==> config.mk <==
export PLATFORM = sky130hd
export DESIGN_NAME = pla_restrict_eval_flat
export DESIGN_NICKNAME = d
export VERILOG_FILES = /design/src/rtl/pla_restrict_eval_if.sv /design/src/rtl/pla_restrict_eval.sv /design/src/flat_wrapper.sv
export SDC_FILE = /design/constraint.sdc
export NUM_CORES = 2
export LEC_CHECK = 0
export CAP_MARGIN = 20
export CORE_AREA = 4 4 504 506
export DETAILED_ROUTE_END_ITERATION = 7
export DIE_AREA = 0 0 508 510
export GPL_ROUTABILITY_DRIVEN = 0
export GPL_TIMING_DRIVEN = 0
export PLACE_DENSITY = 0.51
export SLEW_MARGIN = 0
export SYNTH_ARGS = -nofsm -noshare
export SYNTH_HDL_FRONTEND = slang
export SYNTH_SLANG_ARGS = --single-unit
==> constraint.sdc <==
create_clock -name clk -period 6.57 [get_ports clk]
set_clock_uncertainty 0.15 [all_clocks]
set_input_delay 0.9855 -clock clk [delete_from_list [all_inputs] [get_ports clk]]
set_output_delay 0.9855 -clock clk [all_outputs]
set_load 0.02 [all_outputs]
==> src/rtl/pla_restrict_eval_if.sv <==
// Stream and configuration bus of the autosymmetric PLA evaluator.
interface pla_restrict_eval_if #(
  parameter int unsigned NI = 21,
  parameter int unsigned NR = 16,
  parameter int unsigned NC = 64,
  parameter int unsigned NO = 1,
  parameter int unsigned CW = 2 * NR + NO,
  parameter int unsigned AW = $clog2(NR + NC)
);
  // Input vector stream
  logic          in_valid;
  logic          in_ready;
  logic [NI-1:0] x;

  // Result stream
  logic          out_valid;
  logic          out_ready;
  logic [NO-1:0] y;

  // Configuration write port
  logic          cfg_we;
  logic          cfg_ready;
  logic [AW-1:0] cfg_addr;
  logic [CW-1:0] cfg_data;

  // Completed output transfers
  logic [31:0]   eval_count;

  // Evaluator side
  modport slave (
    input  in_valid, x, out_ready, cfg_we, cfg_addr, cfg_data,
    output in_ready, out_valid, y, cfg_ready, eval_count
  );

  // Source / sink side
  modport master (
    output in_valid, x, out_ready, cfg_we, cfg_addr, cfg_data,
    input  in_ready, out_valid, y, cfg_ready, eval_count
  );
endinterface

==> src/rtl/pla_restrict_eval.sv <==
// Pipelined evaluator of y = g(A*x ^ c): a GF(2) reduction stage followed by
// a run-time loaded sum-of-products PLA, with valid/ready streams on both sides.
module pla_restrict_eval #(
  parameter int unsigned NI = 21,
  parameter int unsigned NR = 16,
  parameter int unsigned NC = 64,
  parameter int unsigned NO = 1,
  parameter int unsigned CW = 2 * NR + NO,
  parameter int unsigned AW = $clog2(NR + NC)
) (
  input  logic                 clk,
  input  logic                 rst_n,
  pla_restrict_eval_if.slave   bus
);

  localparam int unsigned CNT_W = 32;

  // Transform table: row j computes r[j] = parity(x & mask_j) ^ invert_j
  logic [NI-1:0]    mask_q [NR];
  logic [NR-1:0]    inv_q;

  // Cube table
  logic [NR-1:0]    care_q  [NC];
  logic [NR-1:0]    value_q [NC];
  logic [NO-1:0]    omask_q [NC];
  logic [NC-1:0]    en_q;

  // Pipeline state; stage-2 valid is the output valid
  logic             s1_valid_q;
  logic [NR-1:0]    r_q;
  logic             out_valid_q;
  logic [NO-1:0]    y_q;
  logic [CNT_W-1:0] eval_count_q;

  // Combinational control and datapath
  logic             cfg_ready_c;
  logic             cfg_take_c;
  logic             s2_adv_c;
  logic             in_ready_c;
  logic             in_accept_c;
  logic             out_xfer_c;
  logic [NR-1:0]    r_d;
  logic [NC-1:0]    hit_c;
  logic [NO-1:0]    y_d;

  // Handshake: config only lands on an empty pipeline and beats a same-cycle input
  always_comb begin
    cfg_ready_c = ~s1_valid_q & ~out_valid_q;
    cfg_take_c  = bus.cfg_we & cfg_ready_c;
    s2_adv_c    = s1_valid_q & (~out_valid_q | bus.out_ready);
    in_ready_c  = (~s1_valid_q | s2_adv_c) & ~cfg_take_c;
    in_accept_c = bus.in_valid & in_ready_c;
    out_xfer_c  = out_valid_q & bus.out_ready;
  end

  assign bus.in_ready   = in_ready_c;
  assign bus.cfg_ready  = cfg_ready_c;
  assign bus.out_valid  = out_valid_q;
  assign bus.y          = y_q;
  assign bus.eval_count = eval_count_q;

  // Transform rows: identity on reset, overwritten by row-addressed config writes
  always_ff @(posedge clk) begin
    if (!rst_n) begin
      for (int unsigned j = 0; j < NR; j++) begin
        mask_q[j] <= NI'(1) << j;
      end
      inv_q <= '0;
    end else if (cfg_take_c) begin
      for (int unsigned j = 0; j < NR; j++) begin
        if (bus.cfg_addr == AW'(j)) begin
          mask_q[j] <= bus.cfg_data[NI-1:0];
          inv_q[j]  <= bus.cfg_data[NI];
        end
      end
    end
  end

  // Cube enables: cleared on reset, set when a cube write carries a nonzero output mask
  always_ff @(posedge clk) begin
    if (!rst_n) begin
      en_q <= '0;
    end else if (cfg_take_c) begin
      for (int unsigned k = 0; k < NC; k++) begin
        if (bus.cfg_addr == AW'(NR + k)) begin
          en_q[k] <= (bus.cfg_data[2*NR+NO-1:2*NR] != '0);
        end
      end
    end
  end

  // Cube payload: only meaningful while its enable is set, so it carries no reset
  always_ff @(posedge clk) begin
    if (cfg_take_c) begin
      for (int unsigned k = 0; k < NC; k++) begin
        if (bus.cfg_addr == AW'(NR + k)) begin
          care_q[k]  <= bus.cfg_data[NR-1:0];
          value_q[k] <= bus.cfg_data[2*NR-1:NR];
          omask_q[k] <= bus.cfg_data[2*NR+NO-1:2*NR];
        end
      end
    end
  end

  // Stage 1 datapath: GF(2) reduction of the input vector
  always_comb begin
    r_d = '0;
    for (int unsigned j = 0; j < NR; j++) begin
      r_d[j] = (^(bus.x & mask_q[j])) ^ inv_q[j];
    end
  end

  // Stage 2 datapath: cube match and per-output OR plane
  always_comb begin
    hit_c = '0;
    y_d   = '0;
    for (int unsigned k = 0; k < NC; k++) begin
      hit_c[k] = en_q[k] & (((r_q ^ value_q[k]) & care_q[k]) == '0);
    end
    for (int unsigned k = 0; k < NC; k++) begin
      y_d = y_d | (omask_q[k] & {NO{hit_c[k]}});
    end
  end

  // Stage 1 register: loads on accept, empties when its vector moves on
  always_ff @(posedge clk) begin
    if (!rst_n) begin
      s1_valid_q <= 1'b0;
      r_q        <= '0;
    end else if (in_accept_c) begin
      s1_valid_q <= 1'b1;
      r_q        <= r_d;
    end else if (s2_adv_c) begin
      s1_valid_q <= 1'b0;
    end
  end

  // Stage 2 / output register: holds while the sink stalls
  always_ff @(posedge clk) begin
    if (!rst_n) begin
      out_valid_q <= 1'b0;
      y_q         <= '0;
    end else if (s2_adv_c) begin
      out_valid_q <= 1'b1;
      y_q         <= y_d;
    end else if (bus.out_ready) begin
      out_valid_q <= 1'b0;
    end
  end

  // Completed-transfer counter, wraps naturally at 2^32
  always_ff @(posedge clk) begin
    if (!rst_n) begin
      eval_count_q <= '0;
    end else if (out_xfer_c) begin
      eval_count_q <= eval_count_q + CNT_W'(1);
    end
  end

endmodule
==> src/flat_wrapper.sv <==
// flat-port wrapper written by rule: the top's interface ports become plain ports
module pla_restrict_eval_flat 
#(
  parameter int unsigned NI = 21,
  parameter int unsigned NR = 16,
  parameter int unsigned NC = 64,
  parameter int unsigned NO = 1,
  parameter int unsigned CW = 2 * NR + NO,
  parameter int unsigned AW = $clog2(NR + NC)
)
  (clk, rst_n, bus_in_valid, bus_x, bus_out_ready, bus_cfg_we, bus_cfg_addr, bus_cfg_data, bus_in_ready, bus_out_valid, bus_y, bus_cfg_ready, bus_eval_count);
  pla_restrict_eval_if #(.NI(NI), .NR(NR), .NC(NC), .NO(NO), .CW(CW), .AW(AW)) bus_i ();
  input  logic clk;
  input  logic rst_n;
  input wire logic [$bits(bus_i.in_valid)-1:0] bus_in_valid;
  input wire logic [$bits(bus_i.x)-1:0] bus_x;
  input wire logic [$bits(bus_i.out_ready)-1:0] bus_out_ready;
  input wire logic [$bits(bus_i.cfg_we)-1:0] bus_cfg_we;
  input wire logic [$bits(bus_i.cfg_addr)-1:0] bus_cfg_addr;
  input wire logic [$bits(bus_i.cfg_data)-1:0] bus_cfg_data;
  output wire logic [$bits(bus_i.in_ready)-1:0] bus_in_ready;
  output wire logic [$bits(bus_i.out_valid)-1:0] bus_out_valid;
  output wire logic [$bits(bus_i.y)-1:0] bus_y;
  output wire logic [$bits(bus_i.cfg_ready)-1:0] bus_cfg_ready;
  output wire logic [$bits(bus_i.eval_count)-1:0] bus_eval_count;
  assign bus_i.in_valid = bus_in_valid;
  assign bus_i.x = bus_x;
  assign bus_i.out_ready = bus_out_ready;
  assign bus_i.cfg_we = bus_cfg_we;
  assign bus_i.cfg_addr = bus_cfg_addr;
  assign bus_i.cfg_data = bus_cfg_data;
  assign bus_in_ready = bus_i.in_ready;
  assign bus_out_valid = bus_i.out_valid;
  assign bus_y = bus_i.y;
  assign bus_cfg_ready = bus_i.cfg_ready;
  assign bus_eval_count = bus_i.eval_count;
  pla_restrict_eval #(.NI(NI), .NR(NR), .NC(NC), .NO(NO), .CW(CW), .AW(AW)) u_core (.clk(clk), .rst_n(rst_n), .bus(bus_i));
endmodule
Word-level counts from Yosys, hierarchy flattened
Memory sizes are Yosys's and may differ from the RTL's.
Index checks and enable logic that the tools add are counted.
- bits in writable memories: 2448
- bits of input ports: 66
- memories kept: 4
- word-level logic and storage cells: 1743
- output and inout bits: 36
- register bits after elaboration: 131
- memories (memory ; depth ; bits a word ; read ports ; clocked after memory_dff ; wr ports ; RTL line ; RTL):
    u_core.care_q ; 64 ; 16 ; 64 ; 0 ; 1 ; pla_restrict_eval.sv:23 ; logic [NR-1:0] care_q [NC];
    u_core.value_q ; 64 ; 16 ; 64 ; 0 ; 1 ; pla_restrict_eval.sv:24 ; logic [NR-1:0] value_q [NC];
    u_core.mask_q ; 16 ; 21 ; 16 ; 0 ; 16 ; pla_restrict_eval.sv:19 ; logic [NI-1:0] mask_q [NR];
    u_core.omask_q ; 64 ; 1 ; 64 ; 0 ; 1 ; pla_restrict_eval.sv:25 ; logic [NO-1:0] omask_q [NC];
- add/subtract/negate cells: 1
- muxes and demuxes: 844
- bitwise operators: 378
- equal/unequal tests: 79
- reduce and logical (&&, ||, !) cells: 352
- operators by type and width (operator ; count):
    2-to-1 mux 16 bit ; 126
    OR reduction 16 bit ; 126
    2-to-1 mux 6 bit ; 189
    AND 16 bit ; 64
    zero test 16 bit ; 64
    bitwise XOR 16 bit ; 64
    2-to-1 mux 1 bit ; 513
    AND 21 bit ; 16
    2-to-1 mux 21 bit ; 16
    parity 21 bit ; 16
    equality test 7 x 6 -> 1 bit (second input constant) ; 32
    AND reduction 2 bit ; 80
    AND 1 bit ; 134
    equality test 7 x 5 -> 1 bit (second input constant) ; 16
    equality test 7 bit (second input constant) ; 16
    OR 1 bit ; 81
    OR reduction 1 bit ; 63
    equality test 7 x 4 -> 1 bit (second input constant) ; 8
    adder 32 x 1 -> 32 bit (second input constant) ; 1
    equality test 7 x 3 -> 1 bit (second input constant) ; 4
    bitwise XOR 1 bit ; 16
    equality test 7 x 2 -> 1 bit (second input constant) ; 2
    equality test 7 x 1 -> 1 bit (second input constant) ; 1
    zero test 7 bit ; 1
    other kinds (2) ; 5

Depth between registers and ports, before layout
- word-level depth: 69
- gate-level depth with buffers: 12
- depth with buffers taken out: 8

Worst setup path before layout
OpenSTA, ideal clock, no wires.
- path kind: input to register
- start point: in bus_cfg_we
- end point: mem u_core.mask_q[14][0] (netlist: u_core.mask_q[1][126]) (enable)
- path buffers: 1
- library setup time: 0.428 ns
- data arrival time: 3.419 ns
- stages on the path: 5
- slack: 2.573 ns
- cells stage by stage: nand2_1 -> nor3b_1 -> nand3_1 -> clkbuf_1 -> o21ai_0
- RTL lines (what ; RTL line ; RTL):
    from (decl) ; flat_wrapper.sv:18 ; input wire logic [$bits(bus_i.cfg_we)-1:0] bus_cfg_we;
    to (decl) ; pla_restrict_eval.sv:19 ;

Worst setup path in the final report
- start point: reg u_core.r_q[10]
- end point: reg u_core.y_q (netlist: u_core.bus.y)
- word-level cells in the longest chain between the ends: 68
- elaborated cells between the ends (all ways): 383
- ends and longest elaborated chain (what ; RTL line ; RTL):
    from (decl) ; pla_restrict_eval.sv:30 ; logic [NR-1:0] r_q;
    from (signal assigned) ; pla_restrict_eval.sv:132 ; r_q <= r_d;
    bitwise XOR 16 bit ; pla_restrict_eval.sv:118 ; hit_c[k] = en_q[k] & (((r_q ^ value_q[k]) & care_q[k]) == '0);
    AND 16 bit ; pla_restrict_eval.sv:118 ;
    zero test 16 bit ; pla_restrict_eval.sv:118 ;
    AND 1 bit ; pla_restrict_eval.sv:118 ;
    AND 1 bit ; pla_restrict_eval.sv:121 ; y_d = y_d | (omask_q[k] & {NO{hit_c[k]}});
    OR 1 bit (62 in a row) ; pla_restrict_eval.sv:121 ;
    OR 1 bit * ; pla_restrict_eval.sv:121 ;
    to (signal assigned) ; pla_restrict_eval.sv:145 ; y_q <= y_d;
    to (decl) ; pla_restrict_eval.sv:32 ; logic [NO-1:0] y_q;
Every way passes the cells marked *; elsewhere a longest branch is shown, timed or not.
A chain may end at the register's enable or synchronous reset.

==> run_results.csv <==
group,metric,value,unit
routing,drt-initial-drc-count,7981,
clock_tree,cts_tree,"done",
routing,wire_per_inst,34.1,um
clock_tree,numClockSinks,2579,
clock_tree,insertion_delay,0.91,ns
floorplan,start_util,39.8,%
sta,fin_crit_sh,73.7,%
worst_hold_path,holdPathEnd,"u_core.value_q[0][425]",
power,power_frac_clock,41.1,%
worst_setup_path,rr_worst_depth,10,
routing,finalWirelength,342000,um
sta,setup_viol,0,
power,p_seq_share,48.4,%
layout,nets,6529,
worst_setup_path,endpoint_kind,"flop",
global_routing,gr-usage-all-layers,26.0,%
sta,worst_pin_slew,1.34,ns
clock_tree,clk_path_buf_depth,4,
power,p_leak,39.8,nW
sta,hold_viol_final,0,
worst_hold_path,whs_path_depth,1,
sta,relSlewSlack,10.7,%
worst_setup_path,critPathLaunchType,"flop",
floorplan,core-area,250000,sq um
synthesis,synth_top_cells_by_area,"edfxtp_1 (74%), xor2_1 (9.8%), dfxtp_1 (2.6%), xnor2_1 (2.4%), nand2_1 (2.1%)",
synthesis,async_flop_share,0,%
clock_tree,cts_setup_buffers,0,
layout,design_area,116000,sq um
placed_design,dp_hpwl,196000,um
worst_setup_path,rr_startpoint,"u_core.r_q[10]",
placed_design,portBuffers,79,
clock_tree,clk_pin_slew_worst_paths,0.06,ns
routing,first_pass_iters,6,
clock_tree,h-tree-depth,5,
clock_tree,hold_buffers,0,
power,p_sw_share,24.9,%
routing,ant_nets,0,
worst_setup_path,setup.worst_path.start,"u_core.r_q[10]",
power,p_total,0.0375,W
synthesis,synth-edff-count,2448,
routing,avgViaCountPerCell,5.55,
sta,period_needed,4.84,ns
floorplan,num_rows,184,
layout,drive_gt1_share,10.5,%
floorplan,io_pins,102,
worst_hold_path,worstHoldStart,"bus_cfg_data[25]",
worst_hold_path,hold_path.class,"in2reg",
sta,drv_slew,0,
synthesis,avgSynthCellArea,16.6,sq um
synthesis,syn_area,99600,sq um
routing,drc,0,
global_routing,grt_max_degree,54,
global_routing,grt_pass1_vias,52800,
synthesis,synth_nets,6074,
synthesis,synth_top_area_share,73.8,%
synthesis,yosys.area.top_type,"edfxtp_1",
worst_setup_path,worstReg2RegEnd,"u_core.bus.y",
synthesis,postSynthCellCount,6007,
floorplan,die_h,510,um
power,pwr_density_cell,324,nW/um^2
synthesis,ys.flop_type,"edfxtp_1",
power,vdd_drop_max,0.187,mV
power,intPower,0.0282,W
routing,via_count,55700,
worst_setup_path,path_class,"reg2reg",
sta,grt_setup_unrepaired,"false",
placed_design,placed_cell_area,107000,sq um
sta,hold_slack,0.271,ns
global_routing,grt_pass1_wl,457000,um
floorplan,die_x,508,um
sta,max_freq,0.207,GHz
layout,utilization,46.3,%
worst_setup_path,regToRegSetupSlack,1.73,ns
synthesis,ys.warnings.count,0,
power,p_comb_share,10.5,%
clock_tree,cts_buffers,294,
worst_setup_path,crit_arrival,5.47,ns
synthesis,synth_cell_type_count,47,
global_routing,antenna_found_initial,53,
synthesis,synth-seq-cells,2579,
clock_tree,cts_root_buf,"clkbuf_16",
floorplan,dieArea,259000,sq um
status,status,"completed",
power,switching_power,0.00936,W
clock_tree,cts.repair.resized,0,
worst_setup_path,cp_max_fo,10,
run,drv_cap,0,
synthesis,seq_area_frac_synth,76.4,%
worst_setup_path,critPathRequiredTime,7.20,ns
layout,area_growth,16.2,%
global_routing,grt_overflow,0,
[power by group through the flow]
stage               registers (W)  logic (W)  clock network, W
floorplan                  0.0185    0.00187                 0
global placement           0.0186    0.00382                 0
detailed placement         0.0185    0.00393                 0
CTS                        0.0182    0.00395            0.0157
global route               0.0182    0.00407            0.0163
finish                     0.0182    0.00393            0.0154
[synth_stat cells, types with 2 or more instances]
cell type  instances
a2111oi_0         24
a21boi_0          75
a21oi_1           15
a221oi_1          79
a222oi_1          64
a22o_1            79
a22oi_1          226
a31oi_1            7
and2_1            31
and3_1            12
and4_1             4
and4b_1            4
buf_1              6
buf_2             76
buf_4             35
clkbuf_1         122
dfxtp_1          131
edfxtp_1        2448
inv_1             22
mux2i_1           10
nand2_1          550
nand2b_1           6
nand3_1           52
nand4_1           93
nor2_1           285
nor2b_1           16
nor3_1             5
nor4_1             5
o2111ai_1          2
o211a_1           16
o21ai_0           82
o22a_1             2
o22ai_1            8
or3_1              7
or3b_2             8
or4_1              4
xnor2_1          278
xor2_1          1109
[layout make-up]
type,count,area (sq um)
buffer,240,1150
clock buffer,391,8040
antenna,14,35.0
clock inverter,112,832
timing repair buffer,159,2510
tap,3348,4190
fill,21800,134000
inverter,22,82.6
sequential,2579,76100
multi-input combinational,3166,22800
[through the flow]
| step | setup WS (ns) | setup TNS [ns] | std cells |
|---|---|---|---|
| after floorplan | 2.57 | 0 | 6007 |
| after global placement | -2.67 | -1385.77 | 9434 |
| final | 1.73 | 0 | 10000 |
| after CTS | 1.72 | 0 | 10000 |
| after detailed placement | 1.19 | 0 | 9511 |
| after global routing | 1.69 | 0 | 10000 |
[worst max-delay path, stage by stage (launching register included)]
cell and delay (ns):
dfxtp_1 0.39, buf_4 0.34, buf_2 0.68, buf_2 0.77, buf_2 0.59, xor2_1 0.22, a22oi_1 0.09, nand4_1 0.20
o22ai_1 0.21, nor4_1 0.79, a31oi_1 0.17
[cell usage in the layout, fill, tap and decap left out, types with 14 or more instances in the layout]
cell type and instances:
a2111oi_0 21, a21boi_0 75, a21oi_1 15, a221oi_1 79, a222oi_1 64, a22o_1 79, a22oi_1 226, and2_1 31
buf_16 37, buf_2 80, buf_4 38, buf_6 35, buf_8 24, clkbuf_1 190, clkbuf_16 302, clkbuf_8 15
clkdlybuf4s50_1 46, clkinv_1 44, clkinv_2 44, dfxtp_1 131, diode_2 14, edfxtp_1 2448, inv_1 22, nand2_1 550
nand3_1 52, nand4_1 93, nor2_1 221, nor2_4 64, nor2b_1 16, o211a_1 16, o21ai_0 76, xnor2_1 278
xor2_1 1109
[worst max path at each step]
stage                                 end  slack (ns)  cells past startpoint
detailed placement        u_core.en_q[53]        1.19                      8
global route              u_core.en_q[53]        1.69                      8
finish                       u_core.bus.y        1.73                     10
global placement     u_core.mask_q[1][68]       -2.67                      3
CTS                          u_core.bus.y        1.72                     10
floorplan           u_core.mask_q[1][126]        2.57                      5
[logic make-up (layout without fill, tap and decap cells)]
group                    Yosys count  after routing  share of synthesized area, %
flip-flops                      2579           2579                          76.4
XOR/XNOR                        1387           1387                          12.2
AND/OR/NAND/NOR                 1086           1086                          4.71
AO/OA/AOI/OAI                    682            682                          5.32
buffers and inverters            262            924                          1.22
multiplexers                      10             10                         0.101
adder cells (fa/ha/maj)            1              1                        0.0126
other                              0             14                             0
[flip-flops by register name, summed over array words and instances, names as in the netlist]
| name | count |
|---|---|
| u_core.care_q | 1024 |
| u_core.value_q | 1024 |
| u_core.mask_q | 336 |
| u_core.en_q | 64 |
| u_core.omask_q | 64 |
| u_core.bus.eval_count | 32 |
| u_core.inv_q | 16 |
| u_core.r_q | 16 |
| u_core.bus.out_valid | 1 |
| u_core.bus.y | 1 |
| u_core.s1_valid_q | 1 |
[metal layers]
metal,vias to the layer above,global-route usage [%],share of wire [%]
li1,23300,-,-
met1,29300,35.6,41
met2,2637,43.5,49
met3,483,3.89,7.7
met4,8,6.68,2.7
met5,-,0,0.013
(Power assumes the default switching activity.)
